### src/rtl/afifo_pkg.sv
// Shared definitions for the AFIFO read-side drain: FSM state encoding,
// default data width and the legal AFIFO read-latency settings.
package afifo_pkg;

  typedef enum logic [1:0] {
    IDLE = 2'd0,
    RUN  = 2'd1,
    STOP = 2'd2
  } rd_state_t;

  localparam int unsigned DATA_W_DEF = 8;
  localparam int unsigned RD_LAT_MIN = 0;
  localparam int unsigned RD_LAT_MAX = 1;

  // True when the AFIFO read latency is one the drain knows how to track
  function automatic logic rd_lat_legal(input int unsigned lat);
    return (lat == RD_LAT_MIN) || (lat == RD_LAT_MAX);
  endfunction

endpackage

### src/rtl/afifo_rd_buf.sv
// Small circular output buffer for the AFIFO drain: push, pop and occupancy.
// The head entry comes straight from the storage registers.
module afifo_rd_buf
  import afifo_pkg::*;
#(
  parameter int unsigned DATA_W = DATA_W_DEF,
  parameter int unsigned DEPTH  = 2
) (
  input  logic                         clk,
  input  logic                         rst,
  input  logic                         push,
  input  logic [DATA_W-1:0]            wdata,
  input  logic                         pop,
  output logic [$clog2(DEPTH+1)-1:0]   occ,
  output logic [DATA_W-1:0]            rdata
);

  localparam int unsigned PTR_W = (DEPTH > 1) ? $clog2(DEPTH) : 1;
  localparam int unsigned OCC_W = $clog2(DEPTH + 1);

  logic [DATA_W-1:0] mem [DEPTH];
  logic [PTR_W-1:0]  wptr;
  logic [PTR_W-1:0]  rptr;
  logic              do_pop;

  // Pops on an empty buffer are ignored
  assign do_pop = pop && (occ != '0);

  // Wrap-around pointer increment for a non-power-of-two depth
  function automatic logic [PTR_W-1:0] ptr_inc(input logic [PTR_W-1:0] p);
    return (p == PTR_W'(DEPTH - 1)) ? '0 : p + PTR_W'(1);
  endfunction

  // Storage write, pointer advance and occupancy tracking
  always_ff @(posedge clk) begin
    if (rst) begin
      wptr <= '0;
      rptr <= '0;
      occ  <= '0;
      for (int i = 0; i < int'(DEPTH); i++) begin
        mem[i] <= '0;
      end
    end else begin
      if (push) begin
        mem[wptr] <= wdata;
        wptr      <= ptr_inc(wptr);
      end
      if (do_pop) begin
        rptr <= ptr_inc(rptr);
      end
      if (push && !do_pop) begin
        occ <= occ + OCC_W'(1);
      end else if (!push && do_pop) begin
        occ <= occ - OCC_W'(1);
      end
    end
  end

  assign rdata = mem[rptr];

  // The credit rule upstream must never let a push land on a full buffer
  a_no_overflow: assert property (@(posedge clk) disable iff (rst)
    !(push && !do_pop && (occ == OCC_W'(DEPTH))));

endmodule

### src/rtl/afifo_rd_drain.sv
// Read-side consumer for the AFIFO read port (rclk domain). Pops words with
// credit-based prefetch, buffers them, and presents a valid/ready stream.
// Optional statistics counters are enabled with `define AFIFO_RD_STATS_EN.
module afifo_rd_drain
  import afifo_pkg::*;
#(
  parameter int unsigned DATA_W      = DATA_W_DEF,
  parameter int unsigned FIFO_RD_LAT = 0
) (
  input  logic              rclk,
  input  logic              rrst,
  input  logic              empty,
  input  logic [DATA_W-1:0] readData,
  output logic              rinc,
  input  logic              en,
  output logic              out_valid,
  output logic [DATA_W-1:0] out_data,
  input  logic              out_ready,
  output logic              busy
`ifdef AFIFO_RD_STATS_EN
  ,
  output logic [31:0]       word_cnt,
  output logic [15:0]       stall_cnt
`endif
);

  localparam int unsigned BUF_DEPTH = FIFO_RD_LAT + 2;
  localparam int unsigned OCC_W     = $clog2(BUF_DEPTH + 1);
  localparam int unsigned CRD_W     = OCC_W + 1;

  rd_state_t         state;
  rd_state_t         state_nx;
  logic [OCC_W-1:0]  occ;
  logic              inflight;
  logic              push;
  logic              pop;
  logic [CRD_W-1:0]  pending;
  logic              credit_ok;

  // A read is allowed only while a buffer slot is reserved for its data
  assign pending   = CRD_W'(occ) + CRD_W'(inflight);
  assign credit_ok = pending < CRD_W'(BUF_DEPTH);
  assign rinc      = !rrst && (state == RUN) && !empty && credit_ok;

  // Track reads whose data has not yet reached the buffer
  if (FIFO_RD_LAT == 0) begin : g_lat0
    assign inflight = 1'b0;
    assign push     = rinc;
  end else begin : g_lat1
    logic rd_pipe;

    // One-edge delay between rinc and readData becoming valid
    always_ff @(posedge rclk) begin
      if (rrst) begin
        rd_pipe <= 1'b0;
      end else begin
        rd_pipe <= rinc;
      end
    end

    assign inflight = rd_pipe;
    assign push     = rd_pipe;
  end

  assign pop       = out_valid && out_ready;
  assign out_valid = (occ != '0);

  afifo_rd_buf #(
    .DATA_W (DATA_W),
    .DEPTH  (BUF_DEPTH)
  ) u_buf (
    .clk   (rclk),
    .rst   (rrst),
    .push  (push),
    .wdata (readData),
    .pop   (pop),
    .occ   (occ),
    .rdata (out_data)
  );

  // State register and registered busy flag
  always_ff @(posedge rclk) begin
    if (rrst) begin
      state <= IDLE;
      busy  <= 1'b0;
    end else begin
      state <= state_nx;
      busy  <= (state_nx != IDLE);
    end
  end

  // Next-state: STOP holds until every issued read has been delivered
  always_comb begin
    state_nx = state;
    unique case (state)
      IDLE: begin
        if (en) state_nx = RUN;
      end
      RUN: begin
        if (!en) state_nx = STOP;
      end
      STOP: begin
        if (en) begin
          state_nx = RUN;
        end else if (!inflight && (occ == '0)) begin
          state_nx = IDLE;
        end
      end
      default: state_nx = IDLE;
    endcase
  end

`ifdef AFIFO_RD_STATS_EN
  // Saturating delivered-word and downstream-stall counters
  always_ff @(posedge rclk) begin
    if (rrst) begin
      word_cnt  <= '0;
      stall_cnt <= '0;
    end else begin
      if (out_valid && out_ready && (word_cnt != '1)) begin
        word_cnt <= word_cnt + 32'd1;
      end
      if (out_valid && !out_ready && (stall_cnt != '1)) begin
        stall_cnt <= stall_cnt + 16'd1;
      end
    end
  end
`endif

  // Only read latencies of zero or one cycle are supported
  a_lat_legal: assert property (@(posedge rclk) rd_lat_legal(FIFO_RD_LAT));

endmodule
### config.mk
export PLATFORM = sky130hd
export DESIGN_NAME = afifo_rd_drain
export DESIGN_NICKNAME = d
export VERILOG_FILES = /design/src/rtl/afifo_pkg.sv /design/src/rtl/afifo_rd_buf.sv /design/src/rtl/afifo_rd_drain.sv
export SDC_FILE = /design/constraint.sdc
export NUM_CORES = 1
export LEC_CHECK = 0
export CORE_AREA = 2 2 63 65
export DETAILED_ROUTE_END_ITERATION = 10
export DIE_AREA = 0 0 65 67
export PLACE_DENSITY_LB_ADDON = 0.05
export SETUP_SLACK_MARGIN = 0.05
export SYNTH_ARGS = -nofsm -noshare
export SYNTH_HDL_FRONTEND = slang
export SYNTH_SLANG_ARGS = --single-unit
### constraint.sdc
create_clock -name rclk -period 1.75 [get_ports rclk]
set_input_delay 0.35 -clock rclk [delete_from_list [all_inputs] [get_ports rclk]]
set_output_delay 0.35 -clock rclk [all_outputs]
set_load 0.1 [all_outputs]
# ---- Word level (Yosys, flattened, before mapping)
# Memory sizes are Yosys's and may differ from the RTL's. A register that Yosys moved wholly into a read port is not among the register bits.
# Index checks and enable logic that the tools add are counted.
dict set report op_classes {
  n_eq_ne 2
  shift 0
  reduce_logical 17
  mul 0
  div_mod_pow 0
  n_mux 19
  bitwise_logic 0
  magnitude_cmp 1
  add_sub_neg 4
}
# operator count
set ops {}
lappend ops {{$mux W2} 6}
lappend ops {{$mux W1} 11}
lappend ops {{$mux W8} 1}
lappend ops {{$reduce_or A8 Y1} 1}
lappend ops {{$logic_and A1 B1 Y1} 7}
lappend ops {{$pmux W2 S3} 1}
lappend ops {{$reduce_bool A2 Y1} 3}
lappend ops {{$logic_not A1 Y1} 4}
lappend ops {{$logic_not A2 Y1} 2}
lappend ops {{$add A1 B1 Y1 const B} 2}
lappend ops {{$add A2 B1 Y2 const B} 1}
lappend ops {{$eq A2 B1 Y1 const B} 1}
lappend ops {{$eq A2 B2 Y1 const B} 1}
lappend ops {{$lt A2 B2 Y1 const B} 1}
lappend ops {{$sub A2 B1 Y2 const B} 1}
dict set report totals {
  mem_bits_rw 16
  rom_bits 0
  register_bits 7
  latchBits 0
  out_inout_bits 11
  wordCells 49
  mem_count 1
}
# name words width rd rd_ports_with_merged_regs write_ports line_no
set memory_table {}
lappend memory_table {u_buf.mem 2 8 1 1 2 afifo_rd_buf.sv:21} ;# logic [DATA_W-1:0] mem [DEPTH];

# ---- Longest topological paths before layout
# Gate-level depths: netlist of run 1.
dict set report logic_depth {
  ltp_word 9
  ltp_mapped 6
  depth_no_buf 6
}

# ---- By module
# From an unflattened synthesis of run 1, not the netlist that was laid out.
dict set report unflattened {
  hier_cells 87
  hier_area_um2 1034.7
}
# module n_inst area_per_inst_um2 seq_area_each_um2 cells_each
set by_module_without_submodules {}
lappend by_module_without_submodules {afifo_rd_buf 1 898.4 580.6 73}
lappend by_module_without_submodules {afifo_rd_drain 1 136.4 60.1 14}

# ---- Worst setup path before layout of run 1
# No wires, ideal clock.
dict set report synth_timing {
  path_type {register to register}
  start {reg state[1]}
  end {reg u_buf.occ[1]}
  arrival_ns 3.140
  path_buffers 0
  path_stages_with_launch 6
  setup_slack_ns -1.460
  cell_sequence {dfxtp_1 > or4b_4 > nor2_1 > ha_1 > or3_1 > a21oi_1}
}
dict set report synth_via {
  elab_chain_cells 7
  word_cells_on_any_way 9
  cone_classes {eq/ne: 1; mux: 1; reduce/logical: 7}
}
# element line_no
set synth_rtl {}
lappend synth_rtl {{start, declared} afifo_rd_drain.sv:31} ;# rd_state_t state;
lappend synth_rtl {{start signal, assigned} afifo_rd_drain.sv:87} ;# state <= state_nx;
lappend synth_rtl {{$eq A2 B1 Y1 (*)} afifo_rd_drain.sv:43} ;# assign rinc = !rrst && (state == RUN) && !empty && credit_ok;
lappend synth_rtl {{$logic_and A1 B1 Y1 (*) (3 in series)} afifo_rd_drain.sv:43}
lappend synth_rtl {{via rinc} afifo_rd_drain.sv:14} ;# output logic rinc,
lappend synth_rtl {{$logic_not A1 Y1} afifo_rd_buf.sv:53} ;# end else if (!push && do_pop) begin
lappend synth_rtl {{$logic_and A1 B1 Y1} afifo_rd_buf.sv:53}
lappend synth_rtl {{$reduce_bool A2 Y1 (no line)} --}
lappend synth_rtl {{end signal, assigned} afifo_rd_buf.sv:52} ;# occ <= occ + OCC_W'(1);
lappend synth_rtl {{end signal, assigned} afifo_rd_buf.sv:54} ;# occ <= occ - OCC_W'(1);
lappend synth_rtl {{end, declared} afifo_rd_buf.sv:14} ;# output logic [$clog2(DEPTH+1)-1:0] occ,
# Mark *: on every way through the listed nets, which the timed path passes. The rest lies on a longest branch.
# A chain may end at the register's enable or synchronous reset.

# ---- Worst setup path in the final report of run 1
dict set report layout_timing {
  start {in rrst}
  end {out rinc}
}
dict set report layout_via {
  elab_chain_cells 4
}
# element line_no
set layout_rtl {}
lappend layout_rtl {{start, declared} afifo_rd_drain.sv:11} ;# input logic rrst,
lappend layout_rtl {{$logic_not A1 Y1} afifo_rd_drain.sv:43}
lappend layout_rtl {{$logic_and A1 B1 Y1 (3 in series)} afifo_rd_drain.sv:43}
lappend layout_rtl {{end, declared} afifo_rd_drain.sv:14}
# No other way between the ends.

==> results of run 1 <==
## power by group through the flow
stage	combinational, W	sequential (W)	clock (W)
global route	0.000997	0.000728	0.000351
finish	0.000955	0.000718	0.000320
CTS	0.000961	0.000721	0.000337
global placement	0.000950	0.000732	0
floorplan	0.000626	0.000707	0
detailed placement	0.000956	0.000731	0
## how the worst max path moves through the flow
stage                     slack (ns)                        end                 from
after floorplan                -0.52  u_buf.occ[1]$_SDFFE_PP0P_                empty
after global placement         -0.48  u_buf.occ[1]$_SDFFE_PP0P_                empty
after detailed placement       -0.53  u_buf.occ[1]$_SDFFE_PP0P_                empty
after CTS                      -0.07                       rinc  state[1]$_SDFF_PP0_
after global routing           -0.12                       rinc  state[1]$_SDFF_PP0_
final                          -0.08                       rinc                 rrst
## registers in the layout, summed over array words and instances, names as in the netlist, named ones only
signal      count
u_buf.mem      16
state           2
u_buf.occ       2
busy            1
u_buf.rptr      1
u_buf.wptr      1
## Yosys cell counts (2+ instances only)
library cell   n  area share
or2_2          3       0.018
xor2_1         3       0.025
clkbuf_1       2      0.0071
o21ai_0        3       0.014
mux2_2         9       0.096
edfxtp_1      16        0.46
dfxtp_1        8        0.15
and2_1        16       0.095
nor2_1         6       0.021
## layout make-up
class                   count  area [um^2]
clock buffers               3        41.29
clock inverters             1        3.754
fillers                   344         1997
inverters                   1        3.754
multi-input cells          51        420.4
flip-flops and latches     24        641.9
well taps                  48        60.06
repair buffers             35        437.9
## critical path: stages
cell and delay, ns:
clkdlybuf4s15_1 0.18, or4b_4 0.56, nor2_4 0.12, buf_6 0.11, buf_12 0.16
## per-layer routing
metal	GRT usage	routed length (um)	vias up
met3	0.02027	102	2
met1	0.1038	771	337
li1	-	-	349
met2	0.1869	1072	14
met5	0	0	-
met4	0.03191	13	0
## kinds of logic (layout without fill, tap and decap cells)
logic type | Yosys count | in the layout | share of synthesized area
xor gates and xnor gates | 4 | 4 | 0.03330
adders and majority gates | 1 | 1 | 0.01189
muxes | 9 | 9 | 0.09632
DFF | 24 | 24 | 0.6088
AOI/OAI and AO/OA | 6 | 6 | 0.03448
and+or+nand+nor | 31 | 31 | 0.1998
buffers and inverters | 4 | 40 | 0.01545
## through the flow
stage	setup TNS (ns)	hold slack, ns
after floorplan	-0.9403	0.4266
after global placement	-10.79	0.4857
after detailed placement	-10.88	0.4950
after CTS	-0.09916	0.5264
after global routing	-1.114	0.5385
final	-0.3137	0.5206
## timing repair
item | in CTS | in global routing
buffers inserted | 2 | 1
hold buffers | 0 | 0
endpoints found under the setup margin | 35 | 19
pin swaps | 2 | 1
gates resized for setup | 6 | 2
==> run_results.csv, run 1 <==
group,metric,value,unit
final_layout,diodes,0,
route,drc,0,
final_layout,final_layout_size_suffix_gt1_frac,0.3826,
critical_path,r2r-end,"u_buf.occ[1]$_SDFFE_PP0P_",
pwr,vdd_drop_max,900.7,uV
min_path,worstHoldEndpoint,"u_buf.rptr$_SDFFE_PP0P_",
floorplan,fp-row-count,22,
synthesis,synth_nets,93,
critical_path,cp-end-kind,"output pin",
synthesis,yosys_warnings,0,
clock_tree,htreeDepth,1,
sta,worst_pin_slew,0.4560,ns
clock_tree,cts.path.max_buffers,2,
final_layout,utilization,0.4462,
final_layout,mostFrequentLayoutCells,"and2_1 (16), edfxtp_1 (16), buf_12 (11), clkdlybuf4s50_1 (10), buf_4 (10)",
sta,clock_skew,0.001519,ns
sta,fin_ws,-0.07861,ns
sta,max_freq,546.9,MHz
critical_path,critical_path_peak_fanout,2,
place,placed_area,0.001530,mm^2
critical_path,r2r_start,"state[1]$_SDFF_PP0_",
synthesis,synth_seq_area_share,0.6088,
route,via_count,702,
synthesis,avgSynthCellArea,13.32,um^2
critical_path,cp.required,1.40,ns
floorplan,io_pins,24,
route,drt_wl_total,1960,um
global_route,grt_antenna_before_repair,0,
final_layout,stdcell_count,163,
floorplan,coreArea,0.003606,mm^2
synthesis,synthFlopType,"edfxtp_1",
floorplan,die_area,0.004355,mm^2
route,drtAntennaViolNets,0,
min_path,min_path_type,"flop to flop",
final_layout,area_growth,52.91,%
pwr,combPwrFrac,0.479,
global_route,grt_max_degree,14,
global_route,grt_pass1_wl,3160,um
sta,setup_viol,10,
synthesis,synth_cell_types,22,
place,numPortBuffers,23,
critical_path,r2r_slack,-0.04,ns
pwr,power.density,1239,mW/mm^2
global_route,grt_pass1_vias,724,
route,wl_per_cell,12.02,um
floorplan,die_y,67,um
pwr,clock_power_share,0.161,
min_path,min_delay_path_depth,2,
pwr,p_int,0.001201,W
place,dp.cells,156,
sta,maxSlewHeadroom,0.6928,
pwr,power,0.001993,W
outcome,violations,"negative setup slack",
sta,final-hold-violation-count,0,
place,dp_hpwl,1406,um
pwr,switchingPower,0.0007929,W
sta,post-route-period-util,1.045,
final_layout,final_cell_area,0.001609,mm^2
synthesis,synth_cells,79,
place,gp_congestion,0.6526,
critical_path,reg2reg_depth,7,
critical_path,cp-start-kind,"input port",
floorplan,fp.dieW,65,um
route,dr.first_iter.drc_count,11,
sta,fin_crit,1.829,ns
outcome,status,"finished with violations",
place,dp_slack,-0.5261,ns
pwr,seqPwrFrac,0.360,
clock_tree,clock_latency,0.25,ns
synthesis,syn-cell-area,0.001052,mm^2
synthesis,synth-edff-count,16,
route,drt_first_pass_iters,4,
synthesis,ys_seq_elements,24,
clock_tree,cts_tree,"yes",
synthesis,async_flop_share,0,
clock_tree,clock-root-buffer,"clkbuf_8",
clock_tree,clkTransAtPathRegs,0.08,ns
final_layout,final_net_count,130,
flow_run,max-cap-violations,0,
floorplan,initial_utilization,0.2918,
clock_tree,cts_sinks,24,
min_path,worstHoldStart,"u_buf.rptr$_SDFFE_PP0P_",
critical_path,critical_path_class,"input port to output pin",
sta,rsz0062_at_grt,"true",
sta,slew_violations,0,
global_route,globalRouteOverflowTotal,0,
global_route,grt_util_all_layers,0.09675,
clock_tree,cts_buffers,3,
route,vias_per_cell,4.307,
pwr,swShare,0.3977,
pwr,leakage,0.6204,nW
critical_path,cp_data_arrival_time,1.48,ns
Power figures use the tool's default switching activity.
==> run 2: changes to the inputs <==
CAP_MARGIN = 0   (was unset)
==> results of run 2 <==
Final layout, timing and power as in run 1 (identical DEF).
==> run 3: changes to the inputs <==
PLACE_DENSITY = 0.62   (was unset)
PLACE_DENSITY_LB_ADDON = unset   (was 0.05)
SETUP_SLACK_MARGIN = unset   (was 0.05)
==> run 3 against run 2 <==
Effect of this change:
- the run still ends with negative setup slack left
- clock-buffer cell count unchanged
- routed wire length rose by 5.0%
- clock skew rose by 0.0032 ns
- core utilization is 0.94 points higher
- die area is the same
- worst hold slack lost 0.0063 ns
- power rose by 9.2%
- sequential power barely moved
- combinational power is 2.5% higher
- largest cell class unchanged
- highest routed layer unchanged
==> run_results.csv, run 3 (synthesized netlist as in run 1, its figures left out) <==
group,metric,value,unit
route,drtAntennaViolNets,0,
route,drc,0,
sta,final-hold-violation-count,0,
sta,fin_hold_ws,0.5143,ns
floorplan,io_pins,24,
sta,fin_ws,-0.1069,ns
critical_path,critPathTopFamily,"simple AND/OR/NAND/NOR gates",
pwr,leakage,0.6355,nW
clock_tree,cts.path.max_buffers,2,
clock_tree,cts_tree,"yes",
final_layout,largest_register,"u_buf.mem",
final_layout,top_regs,"u_buf.mem x16, state x2, u_buf.occ x2",
sta,fin_crit,1.857,ns
critical_path,cp_data_arrival_time,1.51,ns
outcome,status,"finished with violations",
final_layout,area_growth,56.12,%
sta,worst_pin_slew,0.4359,ns
clock_tree,clock-root-buffer,"clkbuf_8",
critical_path,max_stage_delay,0.55,ns
final_layout,diodes,0,
final_layout,final_layout_size_suffix_gt1_frac,0.4087,
final_layout,mostFrequentLayoutCells,"and2_1 (16), edfxtp_1 (16), buf_12 (11), clkdlybuf4s50_1 (10), buf_4 (10)",
floorplan,fp-row-count,22,
place,numPortBuffers,23,
critical_path,cp-start-kind,"flop",
critical_path,critical_path_class,"flop to output pin",
clock_tree,htreeDepth,1,
pwr,power.density,1326,mW/mm^2
clock_tree,clock_latency,0.26,ns
place,dp_hpwl,1444,um
final_layout,final_net_count,130,
pwr,vdd_drop_max,1198,uV
critical_path,cp-end-kind,"output pin",
floorplan,fp.dieW,65,um
outcome,violations,"negative setup slack",
place,dp_slack,-0.5236,ns
floorplan,die_area,0.004355,mm^2
sta,max_freq,538.5,MHz
route,via_count,733,
clock_tree,cts_sinks,24,
sta,rsz0062_at_grt,"true",
global_route,grt_max_degree,15,
global_route,grt_util_all_layers,0.1056,
floorplan,die_y,67,um
min_path,min_path_type,"flop to flop",
route,wl_per_cell,12.63,um
sta,slew_violations,0,
floorplan,initial_utilization,0.2918,
critical_path,critical_path_peak_fanout,2,
flow_run,max-cap-violations,0,
pwr,power,0.002178,W
sta,post-route-period-util,1.061,
global_route,globalRouteOverflowTotal,0,
critical_path,path_buf_inv,2,
sta,setup_viol,18,
global_route,grt_pass1_vias,791,
final_layout,utilization,0.4556,
critical_path,crit_slowest_cell,"or4b_4",
route,vias_per_cell,4.497,
global_route,grt_antenna_before_repair,0,
route,drt_wl_total,2058,um
route,drt_first_pass_iters,2,
final_layout,largest_reg_flops,16,
global_route,grt_pass1_wl,3470,um
critical_path,r2r_slack,-0.08,ns
sta,maxSlewHeadroom,0.7063,
clock_tree,hold_buffers,0,
critical_path,cp.required,1.40,ns
route,dr.first_iter.drc_count,17,
place,gp_congestion,0.6782,
critical_path,path_cells,"or4b_4 -> nor2_4 -> buf_6 -> buf_12",
sta,clock_skew,0.004767,ns
floorplan,coreArea,0.003606,mm^2
clock_tree,clkTransAtPathRegs,0.09,ns
clock_tree,cts_buffers,3,
## run 3: cell count changes in the layout (fill, tap and decap cells not counted), sizes merged
| cell | before | now |
|---|---|---|
| bufinv | 0 | 1 |
| clkdlybuf4s15 | 2 | 1 |
| clkinv | 1 | 0 |
| dlygate4sd2 | 0 | 1 |
## run 3: layer usage
metal / wire length (um) / vias to the layer above / GRT usage
li1: - / 350 / -
met5: 0 / - / 0
met1: 833 / 360 / 0.1106
met4: 9 / 0 / 0.02394
met3: 158 / 2 / 0.04730
met2: 1057 / 21 / 0.1933
## run 3: worst paths after layout
check	from	to	depth (start not counted)
min	u_buf.rptr$_SDFFE_PP0P_	flop	2
min reg2reg	u_buf.rptr$_SDFFE_PP0P_	flop	2
max reg2reg	state[1]$_SDFF_PP0_	u_buf.mem[1][0]$_SDFFCE_PN0P_	5
max	state[1]$_SDFF_PP0_	rinc	4
## run 3: repair_timing
item,4_1_cts,5_1_grt
pin swaps,2,3
gates resized for setup,5,5
setup endpoints to repair,27,19
setup buffers,2,1
## run 3: tightest hold or removal path, stage by stage (launching register included)
cell and delay (ns):
dfxtp_1 0.33, xor2_1 0.08, nor2_1 0.07
## run 3: through the flow
stage                     TNS (ns)  cell area [um^2]  std cells
after floorplan            -0.9429              1072         79
after global placement      -10.99              1528        156
after detailed placement    -11.47              1528        156
after CTS                  -0.1696              1619        162
after global routing        -2.175              1643        163
final                      -0.7881              1643        163
## run 3: final cells by class
cell class                 count  area (um^2)
clock inverter                 1        30.03
fill                         336         1963
inverter                       1        3.754
tap                           48        60.06
multi-input combinational     51        429.2
sequential                    24        641.9
timing repair buffer          35        436.7
clock buffer                   3        41.29
## run 3: power breakdown
group / internal [W] / total, W / switching (W)
registers: 0.000662 / 0.000717 / 0.0000549
logic: 0.000392 / 0.000979 / 0.000587
clock network: 0.000306 / 0.000482 / 0.000176
total: 0.00136 / 0.00218 / 0.000818
